$ cat src/rtl/seq_pkg.sv
// Shared definitions for the instruction sequencer: FSM states, ALU opcodes and
// instruction field positions.
package seq_pkg;

  localparam logic [2:0] StIdle   = 3'd0;
  localparam logic [2:0] StFetch  = 3'd1;
  localparam logic [2:0] StDecode = 3'd2;
  localparam logic [2:0] StExec   = 3'd3;
  localparam logic [2:0] StWb     = 3'd4;
  localparam logic [2:0] StHalted = 3'd5;

  localparam logic [2:0] OP_ADD = 3'b000;
  localparam logic [2:0] OP_SUB = 3'b001;
  localparam logic [2:0] OP_AND = 3'b010;
  localparam logic [2:0] OP_OR  = 3'b011;
  localparam logic [2:0] OP_XOR = 3'b100;
  localparam logic [2:0] OP_MUL = 3'b101;
  localparam logic [2:0] OP_DIV = 3'b110;
  localparam logic [2:0] OP_EQ  = 3'b111;

  localparam int unsigned ClassMsb  = 15;
  localparam int unsigned ClassLsb  = 14;
  localparam int unsigned OpcodeMsb = 14;
  localparam int unsigned OpcodeLsb = 12;
  localparam int unsigned RdMsb     = 11;
  localparam int unsigned RdLsb     = 10;
  localparam int unsigned Rs1Msb    = 9;
  localparam int unsigned Rs1Lsb    = 8;
  localparam int unsigned Rs2Msb    = 7;
  localparam int unsigned Rs2Lsb    = 6;
  localparam int unsigned ImmMsb    = 7;
  localparam int unsigned ImmLsb    = 0;

  // Values of instr[15:14]; bit 15 clear means an ALU op regardless of bit 14.
  localparam logic [1:0] ClassLdi  = 2'b10;
  localparam logic [1:0] ClassHalt = 2'b11;

endpackage

$ cat src/rtl/prog_mem.sv
// Program memory: 2^ADDR_W x 16, synchronous write, registered read. Contents are
// deliberately not reset so a loaded program survives a reset.
module prog_mem #(
  parameter int unsigned ADDR_W = 4
) (
  input  logic              clk,
  input  logic              we,
  input  logic [ADDR_W-1:0] waddr,
  input  logic [15:0]       wdata,
  input  logic [ADDR_W-1:0] raddr,
  output logic [15:0]       rdata
);

  localparam int unsigned Depth = 1 << ADDR_W;

  logic [15:0] mem_q [Depth];
  logic [15:0] rdata_d, rdata_q;

  always_comb begin
    rdata_d = mem_q[raddr];
  end

  always_ff @(posedge clk) begin
    if (we) begin
      mem_q[waddr] <= wdata;
    end
    rdata_q <= rdata_d;
  end

  assign rdata = rdata_q;

endmodule

$ cat src/rtl/instr_sequencer.sv
// Fetch/decode/sequencing stage for the 8-bit ALU: runs a stored program from
// address 0 to HALT, feeding operands to the ALU and writing results back.
module instr_sequencer
  import seq_pkg::*;
#(
  parameter int unsigned ADDR_W = 4
) (
  input  logic              clk,
  input  logic              reset,
  input  logic              start,
  output logic              busy,
  output logic              done,
  output logic              wrap_err,
  input  logic              prog_we,
  input  logic [ADDR_W-1:0] prog_addr,
  input  logic [15:0]       prog_data,
  output logic [2:0]        opcode,
  output logic [7:0]        a,
  output logic [7:0]        b,
  input  logic [7:0]        alu_result,
  input  logic              alu_carry,
  output logic              carry_flag,
  output logic [ADDR_W-1:0] pc,
  input  logic [1:0]        dbg_sel,
  output logic [7:0]        dbg_data
);

  logic [2:0]        state_q, state_d;
  logic [ADDR_W-1:0] pc_q, pc_d;
  logic              busy_q, busy_d;
  logic              done_q, done_d;
  logic              wrap_q, wrap_d;
  logic              carry_q, carry_d;
  logic [2:0]        op_q, op_d;
  logic [7:0]        a_q, a_d;
  logic [7:0]        b_q, b_d;
  // Only the fields needed at writeback are kept past DECODE.
  logic              wb_alu_q, wb_alu_d;
  logic [1:0]        wb_rd_q, wb_rd_d;
  logic [7:0]        wb_imm_q, wb_imm_d;
  logic [7:0]        regs_q [4];
  logic [7:0]        regs_d [4];

  logic              idle_like;
  logic [15:0]       mem_rdata;

  assign idle_like = (state_q == StIdle) || (state_q == StHalted);

  prog_mem #(
    .ADDR_W(ADDR_W)
  ) u_prog_mem (
    .clk  (clk),
    .we   (prog_we && idle_like),
    .waddr(prog_addr),
    .wdata(prog_data),
    .raddr(pc_q),
    .rdata(mem_rdata)
  );

  always_comb begin
    state_d  = state_q;
    pc_d     = pc_q;
    busy_d   = busy_q;
    done_d   = 1'b0;
    wrap_d   = wrap_q;
    carry_d  = carry_q;
    op_d     = op_q;
    a_d      = a_q;
    b_d      = b_q;
    wb_alu_d = wb_alu_q;
    wb_rd_d  = wb_rd_q;
    wb_imm_d = wb_imm_q;
    regs_d   = regs_q;

    unique case (state_q)
      StIdle, StHalted: begin
        if (start) begin
          state_d = StFetch;
          pc_d    = '0;
          wrap_d  = 1'b0;
          busy_d  = 1'b1;
        end
      end
      StFetch: state_d = StDecode;
      StDecode: begin
        wb_alu_d = ~mem_rdata[ClassMsb];
        wb_rd_d  = mem_rdata[RdMsb:RdLsb];
        wb_imm_d = mem_rdata[ImmMsb:ImmLsb];
        if (!mem_rdata[ClassMsb]) begin
          state_d = StExec;
          op_d    = mem_rdata[OpcodeMsb:OpcodeLsb];
          a_d     = regs_q[mem_rdata[Rs1Msb:Rs1Lsb]];
          b_d     = regs_q[mem_rdata[Rs2Msb:Rs2Lsb]];
        end else if (mem_rdata[ClassMsb:ClassLsb] == ClassLdi) begin
          state_d = StWb;
        end else begin
          state_d = StHalted;
          busy_d  = 1'b0;
          done_d  = 1'b1;
        end
      end
      StExec: state_d = StWb;
      StWb: begin
        if (wb_alu_q) begin
          regs_d[wb_rd_q] = alu_result;
          carry_d         = alu_carry;
        end else begin
          regs_d[wb_rd_q] = wb_imm_q;
        end
        op_d = OP_ADD;
        a_d  = '0;
        b_d  = '0;
        pc_d = pc_q + ADDR_W'(1);
        if (pc_q == '1) begin
          state_d = StHalted;
          wrap_d  = 1'b1;
          busy_d  = 1'b0;
          done_d  = 1'b1;
        end else begin
          state_d = StFetch;
        end
      end
      default: begin
        state_d = StIdle;
        busy_d  = 1'b0;
      end
    endcase
  end

  always_ff @(posedge clk) begin
    if (!reset) begin
      state_q  <= StIdle;
      pc_q     <= '0;
      busy_q   <= 1'b0;
      done_q   <= 1'b0;
      wrap_q   <= 1'b0;
      carry_q  <= 1'b0;
      op_q     <= OP_ADD;
      a_q      <= '0;
      b_q      <= '0;
      wb_alu_q <= 1'b0;
      wb_rd_q  <= '0;
      wb_imm_q <= '0;
      for (int i = 0; i < 4; i++) begin
        regs_q[i] <= '0;
      end
    end else begin
      state_q  <= state_d;
      pc_q     <= pc_d;
      busy_q   <= busy_d;
      done_q   <= done_d;
      wrap_q   <= wrap_d;
      carry_q  <= carry_d;
      op_q     <= op_d;
      a_q      <= a_d;
      b_q      <= b_d;
      wb_alu_q <= wb_alu_d;
      wb_rd_q  <= wb_rd_d;
      wb_imm_q <= wb_imm_d;
      regs_q   <= regs_d;
    end
  end

  assign busy       = busy_q;
  assign done       = done_q;
  assign wrap_err   = wrap_q;
  assign carry_flag = carry_q;
  assign opcode     = op_q;
  assign a          = a_q;
  assign b          = b_q;
  assign pc         = pc_q;
  assign dbg_data   = regs_q[dbg_sel];

endmodule

$ cat config.mk
export PLATFORM = sky130hd
export DESIGN_NAME = instr_sequencer
export DESIGN_NICKNAME = d
export VERILOG_FILES = /design/src/rtl/seq_pkg.sv /design/src/rtl/prog_mem.sv /design/src/rtl/instr_sequencer.sv
export SDC_FILE = /design/constraint.sdc
export NUM_CORES = 1
export LEC_CHECK = 0
export CORE_MARGIN = 2
export CORE_UTILIZATION = 63
export CTS_CLUSTER_DIAMETER = 200
export DETAILED_ROUTE_END_ITERATION = 8
export DONT_BUFFER_PORTS = 1
export PLACE_DENSITY = 0.85
export SLEW_MARGIN = 0
export SYNTH_ARGS = -nofsm -noshare
export SYNTH_HDL_FRONTEND = slang
export SYNTH_SLANG_ARGS = --single-unit
$ cat constraint.sdc
create_clock -name clk -period 4 [get_ports clk]
set_clock_uncertainty 0.15 [all_clocks]
set_input_delay 1 -clock clk [delete_from_list [all_inputs] [get_ports clk]]
set_output_delay 1 -clock clk [all_outputs]
set_load 0.1 [all_outputs]
==> results.md <==
- Lkg Pwr: 0.00510 µW
- Vias per std cell: about 6.6
- Drt wl/cell: 26.8 µm
- Maximum number of pins on one net before global-route repair: 75
- Net Switching: around 1500 µW
- Critical Path Start Type: flip-flop
- Top Ports: 70
- Seq cells post-synth: approximately 350
- Most instantiated flip-flop cell in the synthesis netlist: edfxtp_1
- Die outline area: approximately 23,000 µm²
- Outcome: complete, no violations
- Post-synthesis instance total: slightly below 800
- Max IR drop VDD: about 0.00038 V
- Max clock buf depth: 3
- TritonCTS clock tree: built
- Detailed Routing Iterations Pass 1: 7
- Largest stage delay on the critical path: 690 ps
- Final routed wirelength across all metal layers: 29.6 mm
- CP max FO: 16
- FFs w/ async S/R, synth: 0
- Root cell of the clock tree: clkbuf_16
- Aggregate negative setup slack: 0 ps
- Total clock sinks: 345
- Starting Density: 0.642
- Number of warnings reported in the yosys synthesis log: 0
- Placed wire-length estimate: roughly 18 mm
- Core Rows: 53
- Area used by sequential logic in the layout: approximately 9500 µm²
- Clock period minus worst slack: 3160 ps
- Sort of element at the end of the critical path: flip-flop
- Hold bufs inserted after CTS: 0
- Slew at the pin closest to its max-slew limit: ~1100 ps
- Cell Area, Synth: 13,500 µm²
- Count of final max-slew check failures: 0
- Resize count post-CTS: 0
- Req. time, crit path: around 4100 ps
- Global-route wire length before repair: 44.7 mm
- Nets in the synthesized netlist: 830
- Cell chain of the critical path: xor2_1 -> nor3b_1 -> nand3b_1 -> nor3_2 -> buf_4
- Slowest stage cell on the critical path: nor3b_1
- Clock-pin slew reported for the worst setup and hold paths after clock tree synthesis: approximately 60 ps
- Sequential group share of total power: 0.536
- Number of antenna violations at the first check in global routing: 0
- Remaining max-slew budget at the tightest pin: 0.299
- Initial DRC Count: 581
- Number of buffers inserted during clock tree synthesis: 36
- Vias: ~7,300
- Achievable frequency: roughly 320 MHz
- Buffers added on ports: 0
- Worst Path Arrival: 3260 ps
- Area of combinational cells with multiple inputs: 3830 µm²
- Library cells used by synthesis: 43
- Internal: 5870 µW
- Setup Viol. Count Final: 0
- RD Place Congestion: 0.871
- Relative contribution of combinational cells to total power: 0.019
- All-Layer GR Usage: 0.271
- Count of flip-flops with a built-in enable after synthesis: roughly 260
- Register area share after synthesis: 0.699
- Dominant delay contributor by cell family on the critical path: simple AND/OR/NAND/NOR gates
- Mean post-synth cell area: around 17 µm²
- Die width: between 150 and 200 µm
- Unrepaired setup endpoints after global routing: false
- Total power per unit cell area: 490 nW/µm²
- Number of DRC violations after detailed routing: 0
- Inserted Diodes: 0
- Fin crit share: 0.790
- Net Sw Frac: 0.202
- Fillers: 1,230
- Final number of hold-violating endpoints: 0
- Area of the core: between 20,000 and 25,000 µm²
- Post-detailed-route count of antenna-violating nets: 0
- Vias in the first global route: 7,600
- Critical setup path kind: flip-flop to flip-flop
- Hold Crit Class: flip-flop to flip-flop
- Proportion of power drawn by the clock network: 0.446
- Max-cap viol count: 0
- Ratio of cells with drive above 1 in the final layout: 0.221
- Final standard cell count with taps included and fillers excluded: between 1,000 and 1,500
- GR Overflow Total: 0
- Number of post-CTS setup repair buffers: 0
- Placed Cells incl. Taps: just over 1,000
- Vert. Die Dim: ~150 µm
- Total number of H-tree levels: 2
- Area growth from synthesis to layout: 10.9%
- Crit path buf inv count: 1
- Clock insertion delay at the later pin of the skew report: around 540 ps
- Post-layout net count: around 840
-- per-layer routing --
layer / wire length (µm) / share of wire / GRT usage / vias up
li1: - / - / - / 3150
met1: 10600 / 0.36 / 0.351 / 3689
met2: 14800 / 0.50 / 0.450 / 420
met3: 3400 / 0.11 / 0.0712 / 64
met4: 833 / 0.028 / 0.0925 / 0
met5: 0 / 0 / 0 / -
-- synth_stat cells, drive strengths merged (7+ instances only) --
master  count  area share
a21boi     31       0.017
a21oi       9      0.0033
buf        27       0.011
clkbuf     28      0.0079
dfxtp      89        0.13
edfxtp    256        0.57
mux2i       9      0.0067
mux4       88        0.15
nand2      88       0.024
nand2b      7      0.0032
nand3      22      0.0081
nor2       32      0.0094
nor3        7      0.0034
o211a      33       0.024
o22ai      34       0.016
-- path summary, 6_finish.rpt --
path	slack, ps	startpoint	cells after the start	end
min	300	u_prog_mem.rdata[12]$_DFF_P_	2	opcode[0]$_SDFFE_PN0P_
min reg2reg	300	u_prog_mem.rdata[12]$_DFF_P_	2	opcode[0]$_SDFFE_PN0P_
max reg2reg	840	state_q[2]$_SDFFE_PN0P_	5	u_prog_mem.mem_q[1][10]$_DFFE_PP_
max	840	state_q[2]$_SDFFE_PN0P_	5	u_prog_mem.mem_q[1][10]$_DFFE_PP_
-- flip-flops by register name, indices dropped and copies added (netlist names), 4 cells and up --
signal / cells
b: 8
u_prog_mem.mem_q: 256
pc: 4
regs_q: 32
a: 8
wb_imm_q: 8
u_prog_mem.rdata: 16
-- metrics by stage --
step | hold slack (ps) | setup slack (ps) | area (µm²) | util | power, µW
2_1_floorplan | 276 | 481 | 13500 | - | 4120
3_3_place_gp | 282 | 801 | 13800 | 0.657 | 4140
3_5_place_dp | 297 | 645 | 13800 | 0.657 | 4150
4_1_cts | 300 | 839 | 15000 | 0.712 | 7400
5_1_grt | 324 | 575 | 15000 | 0.712 | 7540
6_report | 298 | 840 | 15000 | 0.712 | 7360
-- cell usage in the layout, fill, tap and decap left out, types with 7 or more instances in the layout --
| master | instances |
|---|---|
| clkbuf_16 | 36 |
| clkinv_2 | 7 |
| nor2_1 | 31 |
| a21oi_1 | 9 |
| dfxtp_1 | 86 |
| nand2b_1 | 7 |
| nand3_1 | 22 |
| buf_4 | 25 |
| o211a_1 | 33 |
| nand2_1 | 88 |
| o22ai_1 | 34 |
| edfxtp_1 | 256 |
| clkbuf_1 | 7 |
| mux4_2 | 88 |
| a21boi_0 | 30 |
| mux2i_1 | 9 |
-- power groups by stage --
| stage | Combinational, µW | Clock (µW) | Sequential [µW] |
|---|---|---|---|
| 2_1_floorplan | 123 | 0 | 4000 |
| 3_3_place_gp | 128 | 0 | 4010 |
| 3_5_place_dp | 135 | 0 | 4020 |
| 4_1_cts | 137 | 3320 | 3940 |
| 5_1_grt | 147 | 3450 | 3940 |
| 6_report | 137 | 3280 | 3940 |
-- worst min-delay path, stage by stage, from the launching register on --
cell,delay [ps]
dfxtp_1,290
nand2_1,40
a21boi_0,70
-- kinds of logic after synthesis --
group / share of synthesized area
compound gates: 0.0667
xor+xnor: 0.000647
fa+ha+maj: 0.000924
buf+inv: 0.0194
flops: 0.699
mux: 0.153
simple gates: 0.0600
-- cell type report --
type                    count  share of cell area
clock buffers              46              0.0645
clock inverters            19              0.0137
inverters                   3            0.000750
multi-input cells         391               0.255
flip-flops and latches    345               0.631
well taps                 275              0.0229
repair buffers             25              0.0125
Note: power is estimated with default switching activity, not from simulation.
